## config.mk

```make
export PLATFORM = sky130hd
export DESIGN_NAME = vram_pixel_writer
export DESIGN_NICKNAME = d
export VERILOG_FILES = /design/src/rtl/vram_pixel_writer.sv
export SDC_FILE = /design/constraint.sdc
export NUM_CORES = 1
export LEC_CHECK = 0
export CORE_ASPECT_RATIO = 1.5
export CORE_MARGIN = 5
export CORE_UTILIZATION = 44
export CTS_CLUSTER_DIAMETER = 100
export DETAILED_ROUTE_END_ITERATION = 6
export GPL_ROUTABILITY_DRIVEN = 0
export PLACE_DENSITY = 0.82
export SLEW_MARGIN = 40
export SYNTH_ARGS = -nofsm -noshare
export SYNTH_HDL_FRONTEND = slang
export SYNTH_SLANG_ARGS = --single-unit
```

## constraint.sdc

```tcl
create_clock -name clock -period 3.1 [get_ports clock]
set_input_delay 0.465 -clock clock [delete_from_list [all_inputs] [get_ports clock]]
set_output_delay 0.465 -clock clock [all_outputs]
set_load 0.1 [all_outputs]
```

## src/rtl/vram_pixel_writer.sv

```systemverilog
// Read-modify-write pixel plotter for a packed 2-pixel-per-word framebuffer.
// Optional screen fill is built only when VRAM_FILL_EN is defined.
module vram_pixel_writer #(
  parameter int          MEM_HEIGHT      = 256,
  parameter int          MEM_WIDTH       = 256,
  parameter logic [15:0] MEM_ADDR_OFFSET = 16'h0000
) (
  input  logic        clock,
  input  logic        clear,
  input  logic        cmd_valid,
  output logic        cmd_ready,
  input  logic [7:0]  cmd_x,
  input  logic [7:0]  cmd_y,
  input  logic [5:0]  cmd_color,
  output logic        busy,
  output logic [15:0] mem_addr,
  output logic [15:0] mem_wdata,
  output logic        mem_we,
  input  logic [15:0] mem_rdata,
  input  logic        fill_req,
  input  logic [5:0]  fill_color,
  output logic        fill_done
);

`ifdef VRAM_FILL_EN
  typedef enum logic [2:0] {
    IDLE = 3'd0, RD = 3'd1, WAIT = 3'd2, WR = 3'd3, DROP = 3'd4, FILL = 3'd5
  } state_t;
  localparam int          FILL_WORDS = MEM_HEIGHT * MEM_WIDTH / 2;
  localparam logic [15:0] FILL_LAST  = 16'(FILL_WORDS - 1);
  logic [15:0] word_cnt, word_cnt_next;
`else
  typedef enum logic [2:0] {
    IDLE = 3'd0, RD = 3'd1, WAIT = 3'd2, WR = 3'd3, DROP = 3'd4
  } state_t;
  logic unused_fill;
  assign unused_fill = ^{fill_req, fill_color};
`endif

  state_t      state, state_next;
  logic        lat_odd, lat_odd_next;
  logic [5:0]  lat_color, lat_color_next;
  logic [15:0] addr_next, wdata_next;
  logic        we_next, done_next;
  logic        cmd_in_range;
  logic [15:0] cmd_addr;

  function automatic logic [15:0] merge_pixel(input logic [15:0] old_word,
                                              input logic odd,
                                              input logic [5:0] color);
    if (odd) return {2'b00, color, old_word[7:0]};
    else     return {old_word[15:8], 2'b00, color};
  endfunction

  assign cmd_in_range = (int'({24'd0, cmd_x}) < MEM_WIDTH) &&
                        (int'({24'd0, cmd_y}) < MEM_HEIGHT);
  // Products are taken modulo 2^16, which is exactly the wrap the address needs.
  assign cmd_addr = MEM_ADDR_OFFSET + ({8'd0, cmd_y} * 16'(MEM_WIDTH / 2))
                  + {9'd0, cmd_x[7:1]};

  always_comb begin
    state_next     = state;
    lat_odd_next   = lat_odd;
    lat_color_next = lat_color;
    addr_next      = mem_addr;
    wdata_next     = mem_wdata;
    we_next        = 1'b0;
    done_next      = 1'b0;
`ifdef VRAM_FILL_EN
    word_cnt_next  = word_cnt;
`endif
    case (state)
      IDLE: begin
`ifdef VRAM_FILL_EN
        // A fill request outranks a plot; the plot simply stays pending.
        if (fill_req) begin
          state_next    = FILL;
          addr_next     = MEM_ADDR_OFFSET;
          wdata_next    = {2'b00, fill_color, 2'b00, fill_color};
          we_next       = 1'b1;
          word_cnt_next = 16'd0;
        end else
`endif
        if (cmd_valid) begin
          lat_odd_next   = cmd_x[0];
          lat_color_next = cmd_color;
          if (cmd_in_range) begin
            state_next = RD;
            addr_next  = cmd_addr;
          end else begin
            state_next = DROP;
          end
        end else begin
          state_next = IDLE;
        end
      end
      RD:   state_next = WAIT;
      WAIT: begin
        state_next = WR;
        we_next    = 1'b1;
        wdata_next = merge_pixel(mem_rdata, lat_odd, lat_color);
      end
      WR:   state_next = IDLE;
      DROP: state_next = IDLE;
`ifdef VRAM_FILL_EN
      FILL: begin
        if (word_cnt == FILL_LAST) begin
          state_next = IDLE;
          done_next  = 1'b1;
        end else begin
          we_next       = 1'b1;
          addr_next     = mem_addr + 16'd1;
          word_cnt_next = word_cnt + 16'd1;
        end
      end
`endif
      default: state_next = IDLE;
    endcase
  end

  always_ff @(posedge clock or posedge clear) begin
    if (clear) state <= IDLE;
    else       state <= state_next;
  end

  // Outputs are registered from next-state values so they line up with the state.
  always_ff @(posedge clock or posedge clear) begin
    if (clear) begin
      cmd_ready <= 1'b1;
      busy      <= 1'b0;
      mem_we    <= 1'b0;
      mem_addr  <= MEM_ADDR_OFFSET;
      mem_wdata <= 16'h0000;
      fill_done <= 1'b0;
      lat_odd   <= 1'b0;
      lat_color <= 6'd0;
`ifdef VRAM_FILL_EN
      word_cnt  <= 16'd0;
`endif
    end else begin
      cmd_ready <= (state_next == IDLE);
      busy      <= (state_next != IDLE);
      mem_we    <= we_next;
      mem_addr  <= addr_next;
      mem_wdata <= wdata_next;
      fill_done <= done_next;
      lat_odd   <= lat_odd_next;
      lat_color <= lat_color_next;
`ifdef VRAM_FILL_EN
      word_cnt  <= word_cnt_next;
`endif
    end
  end

endmodule

```

## After elaboration in Yosys (flattened, before gate mapping)

Index checks and enable logic that the tools add are counted.

| cells by class | value |
|---|---|
| multiplexer cells | 4 |
| $add $sub $neg | 1 |
| equality and inequality tests | 2 |
| reduce and logical (&&, ||, !) cells | 4 |

Operators with widths:

| cell | count |
|---|---|
| $add A15 B7 Y16 | 1 |
| $mux W16 | 1 |
| $pmux W3 S3 | 1 |
| $logic_not A3 Y1 | 2 |
| $eq A3 B1 Y1 const B | 1 |
| $eq A3 B2 Y1 const B | 1 |
| $reduce_bool A3 Y1 | 1 |
| $mux W1 | 2 |
| $reduce_and A2 Y1 | 1 |

| storage, ports and cells | value |
|---|---|
| bits of input ports | 48 |
| output and inout port bits | 36 |
| word-level logic and storage cells | 19 |
| register bits after elaboration | 45 |

## Depth between registers and ports, before layout

| depth | value |
|---|---|
| word-level depth | 3 |
| depth in mapped cells | 5 |

## Least setup slack after synthesis

No wires, ideal clock.

| timing | value |
|---|---|
| path kind | register to output |
| from | reg mem_wdata[10] |
| to | out mem_wdata[10] |
| arrival | 898 ps |
| path slack | 1,737 ps |
| data required time | 2,635 ps |
| cell stages (with the launch flop) | 1 |
| path buffers | 0 |
| cells stage by stage | dfrtp_1 |

RTL lines:

| what | line | text |
|---|---|---|
| start: declaration | 17 | `output logic [15:0] mem_wdata,` |
| start signal: assignment | 145 | `mem_wdata <= wdata_next;` |

No word-level cell between the ends.

## Final worst setup path

| timing | value |
|---|---|
| from | reg state[1] |
| to | reg mem_addr[2] |

| on the way | value |
|---|---|
| cells in the longest elaborated chain, start to end | 2 |

Ends and longest elaborated chain:

| what | line | text |
|---|---|---|
| start: declaration | 40 | `state_t state, state_next;` |
| start signal: assignment | 123 | `else state <= state_next;` |
| $logic_not A3 Y1 | 72 | `case (state)` |
| $reduce_and A2 Y1 (no line) | - |  |
| end signal: assignment | 144 | `mem_addr <= addr_next;` |
| end: declaration | 16 | `output logic [15:0] mem_addr,` |

Every way passes these cells.
A chain may end at the register's enable or synchronous reset.

==> results.ini <==
[grt]
gr-total-overflow=0
grt_max_degree=34
grt_pass1_vias=1420
grt_usage_pct=16.4
antenna_found_initial=0
grt_pass1_wl_mm=6.97

[cts]
cts_buffers=5
clkLatencyLatePin_ns=0.29
cts_buffer_depth=2
cts_hold_buffers=0
root_buffer=clkbuf_8
cts_setup_buffers=0
clock-sinks=43
cts_tree=yes
h-tree-depth=2
clk_pin_slew_worst_paths_ns=0.08
post_cts_resized=0

[sta]
finalClockSkew_ns=0.00655
min_period_ns=1.79
drv_slew=0
worst_slack_ns=1.31
slew_headroom_pct=50.5
period_share_pct=57.6
finalSetupTns_ns=0
tightestPinTransition_ns=0.740
hold_viol=0
setup_violations=0
timing.hold.ws_ns=0.507
rsz0062_at_grt=false
fmax_mhz=560

[yosys]
synth_cells=134
synth-seq-cells=43
synth_edf_count=0
ys_warn_count=0
synth.avg_cell_area_um2=13.6
netlist_area_um2=1830
async_reset_ff_share_pct=100
synth_ff_type=dfrtp_1
yosysSeqAreaShare_pct=58.9
yosysUniqueCellTypes=24

[critical_path]
required_ns=3.28
critPathArrivalTime_ns=1.97
path_class=register to register
startpoint_type=register
cp_max_fo=25
end_kind=register

[drt]
ant_nets=0
viasPerCell=4.99
drt_iter0_markers=41
drt_pass1_iterations=4
wl_per_cell_um=17.2
drt-total-wl_mm=4.36
num_vias=1267
drc=0

[outcome]
outcome=finished, final reports clean

[floorplanning]
dieArea_um2=5570
core_region_area_um2=3990
initial_core_util_pct=45.8
rows=28
fp.dieW_um=62.6
num_io_pins=84
die_y_um=88.9

[final_layout]
nets=258
final_cells=254
syn2layout_area_growth_pct=42.0
multi_input_comb_area_um2=649
diodes=0
regArea_um2=1080
drive_above_1_share_pct=33.5
fillers=307

[placement]
dp_hpwl_mm=3.28
portBuffers=74
pre_cts_slack_ns=1.10
numPlacedInstances=246

[run]
drv_cap=0

[min_path]
hold_path.class=primary input to async pin

==> logic make-up (layout without fill, tap and decap cells) <==
group / Yosys count / after routing / share of synthesized area (%)
adders and majority gates: 2 / 2 / 1.37
buffers and inverters: 17 / 91 / 5.89
and+or+nand+nor: 18 / 18 / 4.31
AOI/OAI and AO/OA: 19 / 19 / 5.68
muxes: 34 / 34 / 23.6
DFF: 43 / 43 / 58.9
other: 1 / 2 / 0.205
==> per-layer routing <==
metal  vias to the layer above  wire (um)  global-route usage [%]
li1                        599          -                       -
met1                       604       1540                    17.2
met2                        56       2330                    28.2
met3                         8        381                    6.29
met4                         0        110                    9.46
met5                         -          0                       0
==> metrics by stage <==
stage,utilization (%),area (um^2)
after floorplan,-,1830
after global placement,61.9,2470
after detailed placement,62.0,2480
after CTS,65.0,2590
after global routing,65.0,2600
final,65.0,2600
==> cells in the mapped netlist, drive strengths merged, types with 2 or more instances <==
cell type   n  share of area, %
dfrtp      42                57
inv         8               1.6
buf         8               4.0
nand2       2              0.55
ha          2               1.4
o21ai       4               1.1
nor2       12               2.5
a21oi      12               3.3
mux2i      12               6.6
nand3       2              0.55
mux2       22                17
==> worst max-delay path: stages (launching register included) <==
cell	delay (ns)
dfrtp_1	0.44
inv_1	0.07
ha_1	0.20
nand2_2	0.55
mux2_2	0.41
==> flip-flops by register name (all words and copies together), names as in the netlist <==
| register | flops |
|---|---|
| state | 2 |
| lat_color | 6 |
| busy | 1 |
| lat_odd | 1 |
| cmd_ready | 1 |
| mem_we | 1 |
| mem_addr | 15 |
| mem_wdata | 16 |
==> cell usage in the layout, fill, tap and decap left out <==
cell / instances
dfrtp_1: 41
clkdlybuf4s50_1: 40
buf_4: 35
mux2_4: 17
mux2i_1: 12
nor2_1: 12
a21oi_1: 12
inv_1: 7
clkbuf_8: 6
mux2_2: 5
o21ai_0: 4
nand3_1: 2
clkinv_2: 2
conb_1: 2
nand2_2: 1
nand2b_1: 1
o211ai_1: 1
o211a_1: 1
nand2_1: 1
o22ai_1: 1
nand3b_1: 1
ha_1: 1
ha_2: 1
bufinv_16: 1
dfstp_2: 1
dfrtp_2: 1
==> path summary, 6_finish.rpt <==
kind                                     startpoint                   endpoint  slack [ns]  depth (start not counted)
hold reg to reg            mem_addr[14]$_DFFE_PP0P_   mem_addr[14]$_DFFE_PP0P_        0.52                          1
setup / recovery                 state[1]$_DFF_PP0_    mem_addr[2]$_DFFE_PP0P_        1.31                          4
min in group clock         mem_addr[14]$_DFFE_PP0P_   mem_addr[14]$_DFFE_PP0P_        0.52                          1
hold / removal                                clear   lat_color[1]$_DFFE_PP0P_        0.51                          2
max in group asynchronous                     clear  mem_wdata[12]$_DFFE_PP0P_        2.00                          3
setup reg to reg                 state[1]$_DFF_PP0_    mem_addr[2]$_DFFE_PP0P_        1.31                          4
==> layout make-up <==
class	instances	share of cell area, %
flip-flops and latches	43	41.5
repair buffers	75	25.5
multi-input cells	75	25.0
clock buffers	6	3.18
well taps	45	2.17
clock inverters	2	1.35
inverters	8	1.20
Power is left out: the tool's default activity adds up to more than one toggle a clock period on the data nets, which glitch-free logic cannot reach.
==> variant 1 (same flow settings) <==
The option `VRAM_FILL_EN` is turned on by a define.
--- a/src/rtl/vram_pixel_writer.sv
+++ b/src/rtl/vram_pixel_writer.sv
@@ -1,5 +1,7 @@
 // Read-modify-write pixel plotter for a packed 2-pixel-per-word framebuffer.
 // Optional screen fill is built only when VRAM_FILL_EN is defined.
+`define VRAM_FILL_EN
+
 module vram_pixel_writer #(
   parameter int          MEM_HEIGHT      = 256,
   parameter int          MEM_WIDTH       = 256,
Formal check against the unedited RTL: not equivalent (a bounded check fails within 4 cycles, from zero or initial values).
==> variant 1 against the original RTL <==
  * Worst setup slack lost 0.22 ns
  * First-iteration DRC count grew to 4.4 times the old value
  * Cell area grew 71%
  * Cell count grew 110%
  * Hold slack lost 0.022 ns
  * Clock skew shrank 0.0011 ns
  * Routed wire length grew 91%
  * Sequential cell count grew 19
  * Area after synthesis grew 82%
  * Non-clock buffer count grew 11
  * Critical endpoint is now mem_wdata[3]$_DFFE_PP0P_
  * Largest cell class is now multi-input gates
Power is left out: the tool's default activity adds up to more than one toggle a clock period on the data nets, which glitch-free logic cannot reach.
==> variant 1: results (changes against the original RTL) <==
[worst_setup_path]
r2r_start=state[1]$_DFF_PP0_  ; unchanged
path_max_fanout=12  ; was 25
startpoint_type=register  ; unchanged
worstPathArrival_ns=2.24  ; was 1.97 ns

[logic_synthesis]
netlist-cell-type-count=57  ; was 24
postSynth.asyncResetShare=1.00  ; unchanged
synthCells=350  ; was 134
syn-num-nets=400
yosys_warnings=0  ; unchanged
synthTopCellsByCount=61 x dfrtp_1, 48 x nand2_1, 25 x nand3_1, 20 x a21oi_1, 18 x a31oi_1  ; was 42 x dfrtp_1, 17 x mux2_4, 12 x a21oi_1, 12 x mux2i_1, 12 x nor2_1
synthTopCellsByArea=dfrtp_1 46%, nand2_1 5.4%, nand3_1 3.8%, a31oi_1 3.4%, a211oi_1 3.2%  ; was dfrtp_1 57%, mux2_4 14%, mux2i_1 6.6%, a21oi_1 3.3%, mux2_2 3.1%
synth-seq-area-share=0.466  ; was 0.589

[cells_and_area]
antenna_cells=0  ; unchanged
nets=476  ; was 258
layout-drive-gt1-share=0.193  ; was 0.335
area_growth_pct=33.5  ; was 42.0%
largestRegisters=mem_addr (16), mem_wdata (16), word_cnt (16)  ; was mem_wdata (16), mem_addr (15), lat_color (6)
num-fill-cells=671  ; was 307
finalNonFillerCells=533  ; was 254

[clock_network]
clockRootBuffer=clkbuf_16  ; was clkbuf_8
cts.reportedPaths.clkPinSlew_ns=0.05  ; was 0.08 ns
worstSkewPairLatency_ns=0.32  ; was 0.29 ns
post_cts_buffers=0  ; unchanged
htree_num_levels=3  ; was 2
cts.path.max_buffers=2  ; unchanged
numCtsBuffers=9  ; was 5
cts_resized=0  ; unchanged

[timing]
slew-limit-headroom=0.511  ; was 0.505
finClkSkew_ns=0.00546  ; was 0.00655 ns
hold_violations=0  ; unchanged

[place]
dp.cells=517  ; was 246
place_area_mm2=0.00412  ; was 0.00248 mm^2
dp_hpwl_mm=6.06  ; was 3.28 mm
portBuffers=83  ; was 74
preCtsSetupSlack_ns=0.865  ; was 1.10 ns

[routing]
drt_iter0_drc=180  ; was 41
post_drt_wl_per_cell_um=15.6  ; was 17.2 um
drtPass1Iterations=5  ; was 4
vias=3022  ; was 1,267

[global_route]
grt_use_total=0.184  ; was 0.164
grt_max_degree=63  ; was 34
first_global_vias=3035  ; was 1,420
antenna_found_initial=0  ; unchanged
grt_pass1_wl_mm=13.7  ; was 6.97 mm

[min_path]
min_from=mem_addr[15]$_DFFE_PP0P_
min_path_type=register to register  ; was primary input to asynchronous set/reset pin

[outcome]
status=complete, no violations  ; unchanged

variant 1: worst max-delay path, stage by stage (launching register included):
cell	delay, ns
dfrtp_1	0.46
nor3_2	0.37
and2_0	0.65
nand2_1	0.19
a31oi_1	0.24
variant 1: routing by layer:
| layer | global-route usage | wire [um] |
|---|---|---|
| met3 | 0.0455 | 691 |
| met4 | 0.0891 | 208 |
| met1 | 0.221 | 3350 |
| met2 | 0.308 | 4090 |
| met5 | 0 | 0 |
variant 1: final cells by class:
class | count | area share
Clock buffer | 10 | 0.0537
Clock inverter | 6 | 0.0191
Inverter | 5 | 0.00422
Multi-Input combinational cell | 262 | 0.373
Sequential cell | 62 | 0.349
Tap cell | 102 | 0.0287
Timing Repair Buffer | 86 | 0.172
variant 1: cells by family after synthesis:
kind of cell	count (synthesis)	synth area share
and+or+nand+nor	147	0.246
AOI/OAI and AO/OA	96	0.192
DFF	62	0.466
buffers and inverters	26	0.0383
muxes	9	0.0297
xor gates and xnor gates	8	0.0210
adders and majority gates	2	0.00751
variant 1: worst paths after layout:
kind / end / slack, ns / depth (start not counted)
min in group asynchronous: mem_wdata[5]$_DFFE_PP0P_ / 0.58 / 3
worst max-delay path: mem_wdata[3]$_DFFE_PP0P_ / 1.09 / 4
worst min-delay path: mem_addr[15]$_DFFE_PP0P_ / 0.48 / 1
worst min register to register: mem_addr[15]$_DFFE_PP0P_ / 0.48 / 1
worst max register to register: mem_wdata[3]$_DFFE_PP0P_ / 1.09 / 4
max in group asynchronous: lat_odd$_DFFE_PP0P_ / 2.11 / 3
==> variant 2 (same flow settings) <==
Made on the original files. The 5 states of `state_t` get a Gray code encoding in 3 bits.
--- a/src/rtl/vram_pixel_writer.sv
+++ b/src/rtl/vram_pixel_writer.sv
@@ -31,7 +31,7 @@
   logic [15:0] word_cnt, word_cnt_next;
 `else
   typedef enum logic [2:0] {
-    IDLE = 3'd0, RD = 3'd1, WAIT = 3'd2, WR = 3'd3, DROP = 3'd4
+    IDLE = 3'b000, RD = 3'b001, WAIT = 3'b011, WR = 3'b010, DROP = 3'b110
   } state_t;
   logic unused_fill;
   assign unused_fill = ^{fill_req, fill_color};
Formal check against the unedited RTL: no difference found for any inputs over 10 cycles, from zero or initial values; not proved beyond that.
==> variant 2 against the original RTL <==
  * Sequential cell count stayed put
  * Via count is 2.4% higher
  * Routed wire length is 7.8% lower
  * Critical endpoint is now mem_addr[10]$_DFFE_PP0P_
  * Global-route usage hardly changed
  * Critical path type unchanged
  * Hold slack worse by 0.018 ns
  * Area after synthesis is 2.9% lower
  * Worst setup slack better by 0.048 ns
  * Cell area is 2.3% lower
Power is not shown: default switching activity piles up to over one toggle a cycle in this logic, so the estimate is an artifact.
==> variant 2: results (changes against the original RTL) <==
[routing]
wl_met2_mm=2.11  ; was 2.33 mm
vias=1298  ; was 1,267
wl_met1_mm=1.44  ; was 1.54 mm
wl_mm=4.02  ; was 4.36 mm
post_drt_wl_per_cell_um=16.0  ; was 17.2 um
drt_iter0_drc=46  ; was 41
wl_met3_um=405  ; was 381 um

[logic_synthesis]
yosys_warnings=0  ; unchanged
yosys_most_used_dff=dfrtp_1  ; unchanged
synthTopCellsByArea=dfrtp_1 59%, mux2_2 13%, a21oi_1 7.0%, mux2i_1 6.8%, buf_6 1.9%  ; was dfrtp_1 57%, mux2_4 14%, mux2i_1 6.6%, a21oi_1 3.3%, mux2_2 3.1%
synth-seq-area-share=0.607  ; was 0.589
synthCells=135  ; was 134
synth-compound-area-share=0.0860  ; was 0.0568
synth-xor-area-share=0  ; unchanged
synth_mux_area_frac=0.207  ; was 0.236
netlist-cell-type-count=20  ; was 24
synthAdderAreaFrac=0  ; was 0.0137
synthTopCellsByCount=42 x dfrtp_1, 25 x a21oi_1, 20 x mux2_2, 12 x mux2i_1, 6 x inv_1  ; was 42 x dfrtp_1, 17 x mux2_4, 12 x a21oi_1, 12 x mux2i_1, 12 x nor2_1

[cells_and_area]
clkCellAreaFrac=0.0464  ; was 0.0453
clock_buffers=6  ; unchanged
buf_share=0.264  ; was 0.255
nets=254  ; was 258
nNonClkInverters=6  ; was 8
fin_util=0.646  ; was 0.650
multi_input_area_um2=591  ; was 649 um^2
layout-drive-gt1-share=0.324  ; was 0.335
multi_input_comb_cells=74  ; was 75
num-fill-cells=315  ; was 307
regArea_mm2=0.00108  ; about the same
signal_buffers=76  ; was 75

[global_route]
gr-usage-met2=0.275  ; was 0.282
grt_pass1_wl_mm=6.48  ; was 6.97 mm
first_global_vias=1398  ; was 1,420
grt_use_total=0.164  ; about the same
grt_max_degree=30  ; was 34
met1_usage=0.184  ; was 0.172
met3_usage=0.0619  ; was 0.0629

[clock_network]
worstSkewPairLatency_ns=0.29  ; about the same

[place]
place_area_mm2=0.00242  ; was 0.00248 mm^2
dp_hpwl_mm=3.08  ; was 3.28 mm
preCtsSetupSlack_ns=1.07  ; was 1.10 ns
dp.cells=244  ; was 246

[min_path]
min_path_type=primary input to asynchronous set/reset pin  ; unchanged

[worst_setup_path]
timing.rr.end=mem_addr[10]$_DFFE_PP0P_  ; was mem_addr[2]$_DFFE_PP0P_
timing.reg2reg.setup_slack_ns=1.36  ; was 1.31 ns
worstPathArrival_ns=1.92  ; was 1.97 ns
slowest_delay_ns=0.64  ; was 0.55 ns
reg2reg_depth=3  ; was 4
r2r_start=state[0]$_DFF_PP0_  ; was state[1]$_DFF_PP0_
path_delay_family=flip-flops  ; was simple AND/OR/NAND/NOR gates
slowest_stage=dfrtp_1  ; was nand2_2
path_max_fanout=22  ; was 25

[timing]
worst_pin_slew_ns=0.734  ; was 0.740 ns
finClkSkew_ns=0.00451  ; was 0.00655 ns
holdWs_ns=0.489  ; was 0.507 ns

[outcome]
status=complete, no violations  ; unchanged

[variant 2: cell count changes after synthesis, sizes merged, moves of 2 or more]
cell	change
a21oi	+13
nor2	-10
buf	+2
clkbuf	+2
ha	-2
inv	-2
nand2	-2
nand3	-2
nand4	+2
nand4b	+2
[variant 2: worst max path at each step]
stage,startpoint,to,slack (ns),cells after the start
6_report,state[0]$_DFF_PP0_,mem_addr[10]$_DFFE_PP0P_,1.36,3
5_1_grt,state[0]$_DFF_PP0_,mem_wdata[7]$_DFFE_PP0P_,1.26,2
4_1_cts,state[0]$_DFF_PP0_,mem_addr[10]$_DFFE_PP0P_,1.36,3
3_5_place_dp,cmd_valid,mem_addr[10]$_DFFE_PP0P_,1.07,4
3_3_place_gp,cmd_valid,lat_color[4]$_DFFE_PP0P_,1.11,4
2_1_floorplan,clear,busy$_DFF_PP0_,1.63,1
